<file path="config.mk">
export PLATFORM = sky130hd
export DESIGN_NAME = lut_stream_reader
export DESIGN_NICKNAME = d
export VERILOG_FILES = /design/src/rtl/lut_stream_reader_pkg.sv /design/src/rtl/lut_stream_reader_skid2.sv /design/src/rtl/lut_stream_reader.sv
export SDC_FILE = /design/constraint.sdc
export NUM_CORES = 1
export LEC_CHECK = 0
export ABC_AREA = 1
export BUFFER_PORTS_ARGS = -buffer_cell sky130_fd_sc_hd__buf_2
export CAP_MARGIN = 20
export CORE_MARGIN = 2
export CORE_UTILIZATION = 30
export CTS_CLUSTER_SIZE = 8
export DETAILED_ROUTE_END_ITERATION = 10
export PLACE_DENSITY = 0.51
export RECOVER_POWER = 50
export REMOVE_ABC_BUFFERS = 1
export SYNTH_ARGS = -nofsm -noshare
export SYNTH_HDL_FRONTEND = slang
export SYNTH_SLANG_ARGS = --single-unit
</file>
<file path="constraint.sdc">
create_clock -name clk -period 3.3 [get_ports clk]
set_clock_uncertainty 0.2 [all_clocks]
set_input_delay 0.33 -clock clk [delete_from_list [all_inputs] [get_ports clk]]
set_output_delay 0.33 -clock clk [all_outputs]
set_load 0.1 [all_outputs]
</file>
<file path="src/rtl/lut_stream_reader_pkg.sv">
`default_nettype none
// ============================================================================
// lut_stream_reader_pkg : shared math helpers for the LUT stream reader
// Revision 1.0
// ============================================================================
package lut_stream_reader_pkg;

    // Ceiling log2 for elaboration-time width derivation.
    function automatic int clog2_int(input int value);
        int result;
        int rem;
        result = 0;
        rem    = value - 1;
        while (rem > 0) begin
            result = result + 1;
            rem    = rem >> 1;
        end
        return result;
    endfunction

endpackage
`default_nettype wire

</file>
<file path="src/rtl/lut_stream_reader_skid2.sv">
`default_nettype none
// ============================================================================
// dbg_skid2 : two-entry output buffer with flush, head word drives the stream
// Revision 1.0
// ============================================================================
module dbg_skid2 #(
    parameter int W = 17
) (
    input  logic         clk,
    input  logic         rst,
    input  logic         flush,
    input  logic         in_valid,
    input  logic [W-1:0] in_data,
    output logic         out_valid,
    input  logic         out_ready,
    output logic [W-1:0] out_data,
    output logic [1:0]   level
);

    logic [W-1:0] head;
    logic [W-1:0] tail;
    logic         pop;
    logic         push;

    assign out_valid = (level != 2'd0);
    assign out_data  = head;
    assign pop       = out_valid && out_ready;
    // The producer reserves space before reading, so a full-and-stalled push never occurs.
    assign push      = in_valid && ((level != 2'd2) || pop);

    always_ff @(posedge clk or posedge rst) begin
        if (rst) begin
            level <= 2'd0;
            head  <= '0;
            tail  <= '0;
        end else if (flush) begin
            level <= 2'd0;
        end else begin
            case ({push, pop})
                2'b10: begin
                    if (level == 2'd0) head <= in_data;
                    else               tail <= in_data;
                    level <= level + 2'd1;
                end
                2'b01: begin
                    head  <= tail;
                    level <= level - 2'd1;
                end
                2'b11: begin
                    if (level == 2'd1) begin
                        head <= in_data;
                    end else begin
                        head <= tail;
                        tail <= in_data;
                    end
                end
                default: ;
            endcase
        end
    end

endmodule
`default_nettype wire

</file>
<file path="src/rtl/lut_stream_reader.sv">
`default_nettype none
// ============================================================================
// lut_stream_reader : dumps a window of a registered-output LUT as a stream
// Revision 1.0
// ============================================================================
module lut_stream_reader
    import lut_stream_reader_pkg::*;
#(
    parameter  int WIDTH  = 16,
    parameter  int DEPTH  = 256,
    localparam int AWIDTH = clog2_int(DEPTH)
) (
    input  logic              clk,
    input  logic              rst,
    input  logic              start,
    input  logic [AWIDTH-1:0] base_addr,
    input  logic [AWIDTH:0]   len,
    input  logic              abort,
    output logic              busy,
    output logic              done,
    output logic              ram_re,
    output logic [AWIDTH-1:0] ram_addr,
    input  logic [WIDTH-1:0]  ram_dat,
    output logic              m_valid,
    input  logic              m_ready,
    output logic [WIDTH-1:0]  m_data,
    output logic              m_last
);

    localparam int                LEN_W    = AWIDTH + 1;
    localparam logic [LEN_W-1:0]  DEPTH_L  = LEN_W'(DEPTH);
    localparam logic [AWIDTH-1:0] ADDR_MAX = AWIDTH'(DEPTH - 1);

    typedef enum logic [1:0] {
        IDLE  = 2'd0,
        RUN   = 2'd1,
        DRAIN = 2'd2
    } state_t;

    state_t            state;
    state_t            state_nx;
    logic [AWIDTH-1:0] addr_q;
    logic [AWIDTH-1:0] addr_src;
    logic [LEN_W-1:0]  len_c;
    logic [LEN_W-1:0]  len_q;
    logic [LEN_W-1:0]  issued;
    logic [LEN_W-1:0]  xfered;
    logic              pend;
    logic              pend_last;
    logic              done_q;
    logic              issue;
    logic              last_issue;
    logic              last_xfer;
    logic              room;
    logic              pop;
    logic              flush;
    logic              head_last;
    logic [1:0]        level;

    assign len_c     = (len > DEPTH_L) ? DEPTH_L : len;
    assign pop       = m_valid && m_ready;
    assign flush     = abort && (state != IDLE);
    assign last_xfer = pop && (xfered == len_q - 1'b1);
    // Credit: buffered words plus the read in flight, net of this cycle's pop, must stay below 2.
    assign room      = ({1'b0, level} + {2'b00, pend}) < (3'd2 + {2'b00, pop});
    assign addr_src  = (state == IDLE) ? base_addr : addr_q;
    assign ram_addr  = (state == IDLE) ? (start ? base_addr : '0) : addr_q;
    assign ram_re    = issue;
    assign busy      = (state != IDLE);
    assign done      = done_q;
    assign m_last    = m_valid && head_last;

    always_comb begin
        state_nx   = state;
        issue      = 1'b0;
        last_issue = 1'b0;
        case (state)
            IDLE: begin
                if (start && (len_c != '0)) begin
                    issue      = 1'b1;
                    last_issue = (len_c == LEN_W'(1));
                    state_nx   = last_issue ? DRAIN : RUN;
                end
            end
            RUN: begin
                if (abort) begin
                    state_nx = IDLE;
                end else if (room) begin
                    issue      = 1'b1;
                    last_issue = (issued == len_q - 1'b1);
                    if (last_issue) state_nx = DRAIN;
                end
            end
            DRAIN: begin
                if (abort || last_xfer) state_nx = IDLE;
            end
            default: state_nx = IDLE;
        endcase
    end

    always_ff @(posedge clk or posedge rst) begin
        if (rst) begin
            state     <= IDLE;
            addr_q    <= '0;
            len_q     <= '0;
            issued    <= '0;
            xfered    <= '0;
            pend      <= 1'b0;
            pend_last <= 1'b0;
            done_q    <= 1'b0;
        end else begin
            state     <= state_nx;
            pend      <= issue;
            pend_last <= last_issue;
            done_q    <= 1'b0;
            if (pop) xfered <= xfered + 1'b1;
            if (state == IDLE && start) begin
                len_q  <= len_c;
                xfered <= '0;
                issued <= '0;
                if (len_c == '0) done_q <= 1'b1;
            end
            if (issue) begin
                addr_q <= (addr_src == ADDR_MAX) ? '0 : addr_src + 1'b1;
                issued <= ((state == IDLE) ? '0 : issued) + 1'b1;
            end
            if (state == DRAIN && !abort && last_xfer) done_q <= 1'b1;
        end
    end

    dbg_skid2 #(
        .W (WIDTH + 1)
    ) u_skid (
        .clk       (clk),
        .rst       (rst),
        .flush     (flush),
        .in_valid  (pend),
        .in_data   ({pend_last, ram_dat}),
        .out_valid (m_valid),
        .out_ready (m_ready),
        .out_data  ({head_last, m_data}),
        .level     (level)
    );

endmodule
`default_nettype wire

</file>
Yosys cells after proc, flatten, opt, wreduce, memory -nomap -nowiden. Index checks and enable logic that the tools add are counted.

Order comparisons: 2. Equality and inequality tests: 18. Reduce and logical (&&, ||, !) cells: 26. Add/sub/neg operators: 8. Muxes and demuxes: 36. Bitwise gates (word level): 1.

Operator list (number): 2-to-1 mux 17 bit (4); 2-to-1 mux 9 bit (6); one-hot mux 17 bit (3 select lines) (1); one-hot mux 17 bit (2 select lines) (1); 2-to-1 mux 8 bit (4); adder 9 x 1 -> 9 bit (second input constant) (2); equality test 9 bit (2); 2-to-1 mux 2 bit (7); nonzero test 2 bit (5); equality test 9 x 1 -> 1 bit (second input constant) (1); greater-than comparator 9 bit (second input constant) (1); logical AND 1 bit (9); logical NOT 9 bit (1); 2-to-1 mux 1 bit (9); nonzero test 9 bit (1); subtractor 9 x 1 -> 9 bit (second input constant) (1); adder 8 x 1 -> 8 bit (second input constant) (1); equality test 8 bit (second input constant) (1); != test 2 bit (second input constant) (4); AND reduction 4 bit (2); equality test 2 x 1 -> 1 bit (second input constant) (3); equality test 2 bit (second input constant) (3); != test 3 bit (second input constant) (2); one-hot mux 2 bit (3 select lines) (1); 14 further kinds (19).

Input port bits: 38. Register bits: 76. Logic and storage cells: 102.

Depth between registers and ports, before layout. Gate-level depths: netlist of run 1.

Word-level depth: 8. Mapped depth: 15. Depth with buffers taken out: 15.

Cells and area by module. From an unflattened synthesis of run 1, not the netlist that was laid out.

Cells, all modules: 644. Area total of the unflattened synthesis: 4640.7 µm².

Modules (own cells, without submodules): lut_stream_reader (area an instance 2825.2 µm², cells an instance 406, instances 1); dbg_skid2 (area an instance 1815.5 µm², cells an instance 238, instances 1).

Worst setup path after synthesis of run 1. OpenSTA, ideal clock, no wires.

Kind: reg2out. Start: register state[1]. End: output port ram_addr[4]. Required time: 2.770 ns. Path slack: -0.237 ns. Cell stages (with the launch flop): 6. Data arrival time: 3.007 ns. Buffers on the path: 2. Cell sequence: dfrtp_1 > nor2_4 > buf_6 > buf_6 > nand2_1 > o21ai_0.

Longest elaborated chain between the ends: 2.

Ends and longest elaborated chain: from (decl) (line lut_stream_reader.sv:40) `state_t state;`; from (signal assigned) (line lut_stream_reader.sv:112) `state <= state_nx;`; logical NOT 2 bit (line lut_stream_reader.sv:67) `assign ram_addr = (state == IDLE) ? (start ? base_addr : '0) : addr_q;`; 2-to-1 mux 8 bit (line lut_stream_reader.sv:67); to (decl) (line lut_stream_reader.sv:22) `output logic [AWIDTH-1:0] ram_addr,`.

No other way between the ends.

Worst setup path after layout of run 1.
Start: register u_skid.level[0]. End: output port ram_re.

Longest elaborated chain between the ends: 7. Elaborated cells on any way between the ends: 8. Classes of those cells: add/sub: 2; order compare: 1; mux: 3; reduce/logical: 2.

Ends and longest elaborated chain: from (decl) (line lut_stream_reader_skid2.sv:17) `output logic [1:0] level`; from (signal assigned) (line lut_stream_reader_skid2.sv:43) `level <= level + 2'd1;`; from (signal assigned) (line lut_stream_reader_skid2.sv:47) `level <= level - 2'd1;`; nonzero test 2 bit (line lut_stream_reader_skid2.sv:25) `assign out_valid = (level != 2'd0);`; logical AND 1 bit (line lut_stream_reader.sv:61) `assign pop = m_valid && m_ready;`; adder 2 x 1 -> 3 bit (line lut_stream_reader.sv:65) `assign room = ({1'b0, level} + {2'b00, pend}) < (3'd2 + {2'b00, pop});`; less-than comparator 3 bit (*) (line lut_stream_reader.sv:65); 2-to-1 mux 1 bit (*) (line lut_stream_reader.sv:88) `end else if (room) begin`; 2-to-1 mux 1 bit (*) (line lut_stream_reader.sv:86) `if (abort) begin`; one-hot mux 1 bit (2 select lines) (*) (line lut_stream_reader.sv:77) `case (state)`; to (decl) (line lut_stream_reader.sv:21) `output logic ram_re,`.

Mark *: on every way between the ends. The rest lies on a longest branch, timed or not.

==> results.yml, run 1 <==
timing:
  setup_total_negative_slack_ps: 0
  worst_pin_slew_ps: 1340
  hold_violations: 0
  drv_slew: 0
  timing.final.crit_period_ps: 2830
  max_freq_mhz: 353
  rsz0062_at_grt: "false"
  timing.slew.headroom: 0.105
  final-setup-viol-count: 0
  layout_worst_path_cycle_share: 0.857
worst_setup_path:
  crit_path_end_kind: "output pin"
  crit_path_max_fanout: 15
  critical_path.slowest_cell: "dfrtp_1"
  cp_slowest_stage_delay_ps: 370
  crit_arrival_ps: 2300
  timing_worst_setup_path_type: "reg2out"
  cells_along_the_critical_path: "inv_1 > ha_1 > nor2_2 > inv_2 > or2_1 > a21oi_2 > nand2_2 > nand2_4 > buf_12"
  cp-start-kind: "register"
  required_ps: 2770
  register_to_register_path_setup_slack_ps: 850
yosys:
  synthMostInstantiatedCell: "nand2_1"
  ys_top_cells_by_count: "nand2_1 (97), dfrtp_1 (76), nand3_1 (65)"
  ys_top_cells_by_area: "dfrtp_1 (42%), nand2_1 (8.1%), nand3_1 (7.2%)"
  synth-warning-count: 0
  ys_async_sr_fraction: 1.00
  synth_top_area_cell: "dfrtp_1"
  synthesis.area_um2: 4520
  ys.flop_type: "dfrtp_1"
  synthDominantCellAreaShare: 0.421
  synth.ff_latch_count: 76
  post_synth.cell_area_avg_um2: 8.13
  yosys.cell_types.count: 40
  sequential_to_total_area_share_from_yosys_stat: 0.421
  synth-edff-count: 0
  synthCells: 556
cts:
  clock_insertion_delay_worst_skew_ps: 340
  clock_tree_from_tritoncts: "done"
  h-tree-depth: 3
  cts.root.buffer_cell: "clkbuf_16"
  hold_buffers: 1
  tritoncts.num_buffers: 9
  post_cts.resized_instances: 0
  cts_sinks: 76
  max-clock-path-buffers: 2
  cts.repair_timing.setup_buffer_count: 0
  clk_pin_slew_ps: 60
place:
  detailedPlacementHpwl_um: 8500
  gpl_wtd_cong: 0.862
  portBuffers: 66
  placedCellCount: 793
floorplan:
  floorplan.core_area_um2: 14600
  vertical_die_dimension_um: 127
  io_pins: 67
  initial_utilization: 0.309
  die-area_um2: 16100
  core.rowCount: 44
  die_width_um: 127
global_route:
  grt-ovfl-total: 0
  first_global_vias: 3688
  grt_max_degree: 44
  globalRouteTotalUtil: 0.146
  grt_pass1_wl_um: 18800
  antenna_found_initial: 0
layout:
  design.final.nets: 668
  non_filler_cells_in_the_finished_layout: 810
  area_delta_synth_final_pct: 17.7
  final_core_utilization: 0.363
  n_antenna_cell: 0
  drive_above_1_share: 0.196
drt:
  post_drt_via_cell_ratio: 4.80
  detail_route.iter0.violations: 247
  drt-total-wl_um: 11400
  drt.antenna.violating_nets: 0
  detailedRoute.firstPassIterationCount: 5
  dr_total_vias: 3885
  drc: 0
  wire_per_inst_um: 14.0
worst_hold_path:
  worst_hold_path_type: "in2reg"
run_status:
  status: "complete, no violations"
job:
  max-cap-violations: 0
## cells in the final DEF, fill, tap and decap left out, types with 5 or more instances in the layout
| cell | synthesis | final |
|---|---|---|
| a21oi_1 | 12 | 12 |
| a31oi_1 | 17 | 17 |
| buf_2 | 9 | 47 |
| clkbuf_1 | 3 | 18 |
| clkbuf_16 | 0 | 9 |
| dfrtp_1 | 76 | 76 |
| ha_1 | 9 | 9 |
| inv_1 | 61 | 61 |
| inv_2 | 5 | 5 |
| mux2_2 | 8 | 8 |
| mux2_4 | 8 | 8 |
| nand2_1 | 97 | 97 |
| nand2_2 | 10 | 10 |
| nand3_1 | 65 | 65 |
| nand4_1 | 8 | 8 |
| nor2_1 | 62 | 62 |
| o21ai_0 | 38 | 38 |
| o21ai_1 | 13 | 13 |
| o22ai_2 | 5 | 5 |
| xnor2_1 | 8 | 8 |
## through the flow
stage	cell area (um2)	setup WS (ps)	hold WS [ps]
3_3_place_gp	5040	900	269
2_1_floorplan	4400	-285	251
3_5_place_dp	5040	817	277
4_1_cts	5340	445	33.3
5_1_grt	5320	306	43.8
6_report	5320	471	34.3
## state kept, by name (all words and copies together), names as in the netlist
signal,flops
u_skid.level,2
u_skid.out_data,17
state,2
u_skid.tail,17
done,1
pend,1
xfered,9
pend_last,1
addr_q,8
len_q,9
issued,9
## kinds of logic (layout without fill, tap and decap cells)
logic type	count (synthesis)	count (layout)	share of synthesized area
buf+inv	84	154	0.0822
compound gates	98	98	0.139
mux	16	16	0.0465
fa+ha+maj	9	9	0.0249
xor+xnor	11	11	0.0213
simple gates	262	262	0.265
flops	76	76	0.421
## path summary, 6_finish.rpt
path                            startpoint            endpoint  depth (start not counted)
max                        u_skid.level[0]              ram_re                          9
min                                 len[8]            len_q[8]                          3
max reg2reg                       state[1]           issued[1]                          7
min reg2reg                      addr_q[2]           addr_q[2]                          2
max in group asynchronous              rst           issued[2]                          4
min in group asynchronous              rst  u_skid.out_data[0]                          3
## per-layer routing
metal,part of all wire,vias to the layer above,wire (um),track usage
met5,0,-,0,0
met4,0.013,0,153,0.0375
met3,0.045,16,508,0.0304
met2,0.43,109,4850,0.224
met1,0.51,1778,5840,0.210
li1,-,1982,-,-
## critical path, delay by kind of cell (launching register included)
kind,cells,cell delay [ps]
DFF,1,370
AOI/OAI and AO/OA,1,180
adders and majority gates,1,260
buffers and inverters,3,430
and+or+nand+nor,4,710
## area by class of cell
class                      count  area (um2)
fill                        1554        9330
multi-input combinational    396        2250
sequential                    76        1900
timing repair buffer          72         399
inverter                      66         248
tap                          184         230
clock buffer                  10         229
clock inverter                 6        63.8
Power of run 1 is not shown: default switching activity piles up to over one toggle a cycle in this logic, so the estimate is an artifact.
==> inputs of run 2 (changes only) <==
--- a/config.mk
+++ b/config.mk
@@ -10,6 +10,7 @@
 export CAP_MARGIN = 20
 export CORE_MARGIN = 2
 export CORE_UTILIZATION = 30
+export CTS_BUF_LIST = sky130_fd_sc_hd__clkbuf_4
 export CTS_CLUSTER_SIZE = 8
 export DETAILED_ROUTE_END_ITERATION = 10
 export PLACE_DENSITY = 0.51
==> run 2 against run 1 <==
Effect of this change:
- die area is the same
- register-to-register slack gained 20 ps
- first-iteration DRC count grew 0.40%
- flip-flop and latch count is the same
- worst setup slack lost 120 ps
- worst hold slack lost 11 ps
- routed wire length grew 1.5%
- utilization grew 0.38 points
- final cell count grew 2.7%
- highest routed layer unchanged
==> results.yml, run 2 (synthesized netlist as in run 1, its figures left out) <==
place:
  portBuffers: 66
  placedCellCount: 793
  detailedPlacementHpwl_um: 8500
  gpl_wtd_cong: 0.862
layout:
  layout.cells.most_common_list: "nand2_1 (97), dfrtp_1 (76), nand3_1 (65)"
  final_core_utilization: 0.367
  layout.cells.most_common: "nand2_1"
  non_filler_cells_in_the_finished_layout: 832
  drive_above_1_share: 0.196
  final.fill_count: 1557
  n_antenna_cell: 0
  design.final.nets: 690
  area_delta_synth_final_pct: 18.9
  final-seq-area_um2: 1900
  multi_input_comb_area_um2: 2250
global_route:
  antenna_found_initial: 0
  first_global_vias: 3783
  grt_pass1_wl_um: 19000
  grt-ovfl-total: 0
  globalRouteTotalUtil: 0.148
  grt_max_degree: 44
cts:
  tritoncts.num_buffers: 9
  clock_tree_from_tritoncts: "done"
  max-clock-path-buffers: 2
  clk_pin_slew_ps: 120
  cts.root.buffer_cell: "clkbuf_4"
  cts_sinks: 76
  clock_insertion_delay_worst_skew_ps: 430
  h-tree-depth: 3
drt:
  dr_total_vias: 3976
  drt-total-wl_um: 11500
  detailedRoute.firstPassIterationCount: 4
  wire_per_inst_um: 13.9
  detail_route.iter0.violations: 248
  drc: 0
  post_drt_via_cell_ratio: 4.78
  drt.antenna.violating_nets: 0
floorplan:
  core.rowCount: 44
  floorplan.core_area_um2: 14600
  die_width_um: 127
  io_pins: 67
  die-area_um2: 16100
  initial_utilization: 0.309
  vertical_die_dimension_um: 127
timing:
  worst_pin_slew_ps: 1280
  drv_slew: 0
  max_freq_mhz: 339
  timing.slew.headroom: 0.142
  hold_violations: 0
  rsz0062_at_grt: "false"
  timing.final.crit_period_ps: 2950
  layout_worst_path_cycle_share: 0.893
  final-setup-viol-count: 0
job:
  max-cap-violations: 0
worst_setup_path:
  required_ps: 2770
  crit_arrival_ps: 2420
  cp-start-kind: "register"
  crit_path_max_fanout: 15
  timing_worst_setup_path_type: "reg2out"
  crit_path_end_kind: "output pin"
pwr:
  p_per_area_nw_per_um2: 1110
  power.leakage_uw: 0.00250
  max-vdd-ir-drop_uv: 569
worst_hold_path:
  worst_hold_path_type: "in2reg"
run_status:
  status: "complete, no violations"
-- run 2: final cells by class --
cell class	count	share of cell area
Clock buffer	10	0.0140
Clock inverter	6	0.0119
Inverter	66	0.0461
Multi-Input combinational cell	396	0.418
Sequential cell	76	0.354
Tap cell	184	0.0429
Timing Repair Buffer	94	0.113
-- run 2: per-stage QoR --
step / hold WS (ps) / instance area, um2 / total power (uW) / TNS, ps / setup WS (ps)
detailed placement: 277 / 5040 / 5380 / 0 / 817
global placement: 269 / 5040 / 5320 / 0 / 900
global route: 16.4 / 5370 / 6400 / 0 / 145
CTS: 0.355 / 5410 / 6010 / 0 / 309
floorplan: 251 / 4400 / 4580 / -1260 / -285
finish: 23.1 / 5370 / 5940 / 0 / 353
-- run 2: path summary, 6_finish.rpt --
path,startpoint,end,slack (ps),cells after the start
worst max-delay path,u_skid.level[0],ram_re,350,9
max in group asynchronous,rst,addr_q[1],630,4
worst max register to register,state[1],issued[1],870,7
min in group asynchronous,rst,u_skid.out_data[0],580,3
worst min-delay path,len[2],len_q[2],20,3
worst min register to register,addr_q[2],addr_q[2],300,2
-- run 2: report_power, final --
| part | switching (uW) | leakage [uW] | internal (uW) |
|---|---|---|---|
| combinational | 2800 | 0.00148 | 997 |
| sequential | 254 | 0.000946 | 1300 |
| clock | 349 | 0.0000728 | 239 |
| total | 3400 | 0.00250 | 2540 |
-- run 2: timing repair --
action | CTS | global route
hold buffers | 23 | 0
setup buffers | 0 | 0
gates resized for setup | 0 | 0
endpoints found under the hold margin | 71 | 0
-- run 2: critical path, stage by stage, from the launching register on --
cell and delay (ps):
dfrtp_1 390, inv_1 90, ha_1 260, nor2_2 150
inv_2 130, or2_1 240, a21oi_2 190, nand2_2 120
nand2_4 200, buf_12 210
-- run 2: per-layer routing --
layer  wire length (um)  share of wire  track usage
met5                  0              0            0
met3                442          0.038       0.0299
met2               5100           0.44        0.231
met1               5860           0.51        0.211
met4                118          0.010       0.0356
No activity file was read; power rests on OpenSTA's default activity.
==> inputs of run 3 (changes only) <==
--- a/config.mk
+++ b/config.mk
@@ -8,6 +8,7 @@
 export ABC_AREA = 1
 export BUFFER_PORTS_ARGS = -buffer_cell sky130_fd_sc_hd__buf_2
 export CAP_MARGIN = 20
+export CORE_ASPECT_RATIO = 1.1
 export CORE_MARGIN = 2
 export CORE_UTILIZATION = 30
 export CTS_BUF_LIST = sky130_fd_sc_hd__clkbuf_4
==> run 3 against run 2 <==
Effect of this change:
- the flow now finishes with violations (capacitance limit, slew limit)
- critical endpoint unchanged
- non-clock buffer count increased by 3
- largest power group unchanged
- fmax decreased by 0.97%
- sequential share of layout area decreased by 0.38 points
- routed wire length decreased by 3.8%
==> results.yml, run 3 (synthesized netlist as in run 1, its figures left out) <==
worst_setup_path:
  cp-start-kind: "register"
  cells_along_the_critical_path: "inv_1 > ha_1 > nor2_2 > inv_2 > or2_1 > a21oi_2 > nand2_2 > nand2_4 > buf_12"
  critPathBufInv: 3
  crit_path_max_fanout: 15
  crit_arrival_ps: 2450
  cp_slowest_stage_delay_ps: 410
  required_ps: 2770
  critical_path.slowest_cell: "dfrtp_1"
  path_delay_family: "simple AND/OR/NAND/NOR gates"
  timing_worst_setup_path_type: "reg2out"
  crit_path_end_kind: "output pin"
timing:
  final-setup-viol-count: 0
  max_freq_mhz: 336
  timing.final.crit_period_ps: 2980
  hold_violations: 0
  worst_pin_slew_ps: 2210
  holdWs_ps: 33.1
  timing.slew.headroom: -0.474
  drv_slew: 78
  layout_worst_path_cycle_share: 0.902
  rsz0062_at_grt: "false"
global_route:
  grt_pass1_wl_um: 18400
  grt_max_degree: 42
  antenna_found_initial: 1
  first_global_vias: 3816
  grt-ovfl-total: 0
  globalRouteTotalUtil: 0.143
cts:
  post_cts.resized_instances: 0
  cts_sinks: 76
  cts.root.buffer_cell: "clkbuf_4"
  clock_insertion_delay_worst_skew_ps: 470
  max-clock-path-buffers: 2
  cts.repair_timing.setup_buffer_count: 0
  clk_pin_slew_ps: 120
  hold_buffers: 26
  h-tree-depth: 3
  tritoncts.num_buffers: 9
  clock_tree_from_tritoncts: "done"
drt:
  wire_per_inst_um: 13.1
  detail_route.iter0.violations: 259
  drc: 0
  dr_total_vias: 3995
  drt-total-wl_um: 11100
  detailedRoute.firstPassIterationCount: 4
  post_drt_via_cell_ratio: 4.71
  drt.antenna.violating_nets: 0
layout:
  layout.cells.most_common: "nand2_1"
  design.final.nets: 693
  layout.cells.most_common_list: "nand2_1 (97), dfrtp_1 (76), nand3_1 (65)"
  finalInstanceArea_um2: 5430
  multi_input_comb_area_um2: 2250
  drive_above_1_share: 0.201
  final.fill_count: 1568
  final-seq-area_um2: 1900
  area_delta_synth_final_pct: 20.2
pwr:
  p_per_area_nw_per_um2: 1090
  power.leakage_uw: 0.00253
  design_power_total_uw: 5940
  max-vdd-ir-drop_uv: 642
place:
  gpl_wtd_cong: 0.816
  total_placed_instance_area_um2: 5040
  portBuffers: 66
  detailedPlacementHpwl_um: 8230
floorplan:
  floorplan.core_area_um2: 14900
  die-area_um2: 16100
  io_pins: 67
  die_width_um: 121
  core.rowCount: 47
  vertical_die_dimension_um: 133
  initial_utilization: 0.304
run_status:
  status: "complete, but fails checks"
  failed_checks: "capacitance limit, slew limit"
worst_hold_path:
  worst_hold_path_type: "in2reg"
job:
  max-cap-violations: 2
==> run 3: cell types whose count changed in the layout (fill, tap and decap cells not counted), moves of 2 or more <==
cell,change
clkbuf_1,-5
clkinv_2,-2
dlygate4sd3_1,+3
buf_2,+7
==> run 3: worst min-delay path, cell delays in order <==
cell,delay [ps]
buf_2,120
nand3_1,110
o21ai_0,90
==> run 3: worst paths after layout <==
check | startpoint | end | slack [ps] | depth (start not counted)
worst max-delay path | u_skid.level[0] | ram_re | 320 | 9
max in group asynchronous | rst | xfered[7] | 620 | 4
worst min-delay path | len[0] | len_q[0] | 30 | 3
worst min register to register | addr_q[2] | addr_q[2] | 300 | 2
min in group asynchronous | rst | u_skid.tail[14] | 920 | 4
worst max register to register | u_skid.level[0] | issued[8] | 860 | 10
==> run 3: routing by layer <==
layer,track usage,share of wire,vias to the layer above
met5,0,0,-
met4,0.0594,0.020,0
met3,0.0284,0.043,19
met2,0.235,0.47,102
met1,0.182,0.47,1846
li1,-,-,2028
==> run 3: power by group <==
part,internal (uW),switching (uW),leakage (uW)
Clock,245,377,0.0000736
Combinational,1000,2760,0.00151
Sequential,1300,253,0.000946
==> run 3: layout make-up <==
cell class | count | area share
diodes | 1 | 0.000461
clock buffers | 10 | 0.0138
clock inverters | 6 | 0.0131
inverters | 66 | 0.0456
multi-input cells | 396 | 0.413
flip-flops and latches | 76 | 0.350
well taps | 196 | 0.0452
repair buffers | 97 | 0.118
==> run 3: per-stage QoR <==
| step | TNS [ps] | instances | util | worst slack, ps |
|---|---|---|---|---|
| after floorplan | -1260 | 538 | - | -285 |
| after global placement | 0 | 805 | 0.339 | 900 |
| after detailed placement | 0 | 805 | 0.339 | 829 |
| after CTS | 0 | 847 | 0.366 | 276 |
| after global routing | 0 | 848 | 0.365 | 102 |
| final | 0 | 848 | 0.365 | 324 |
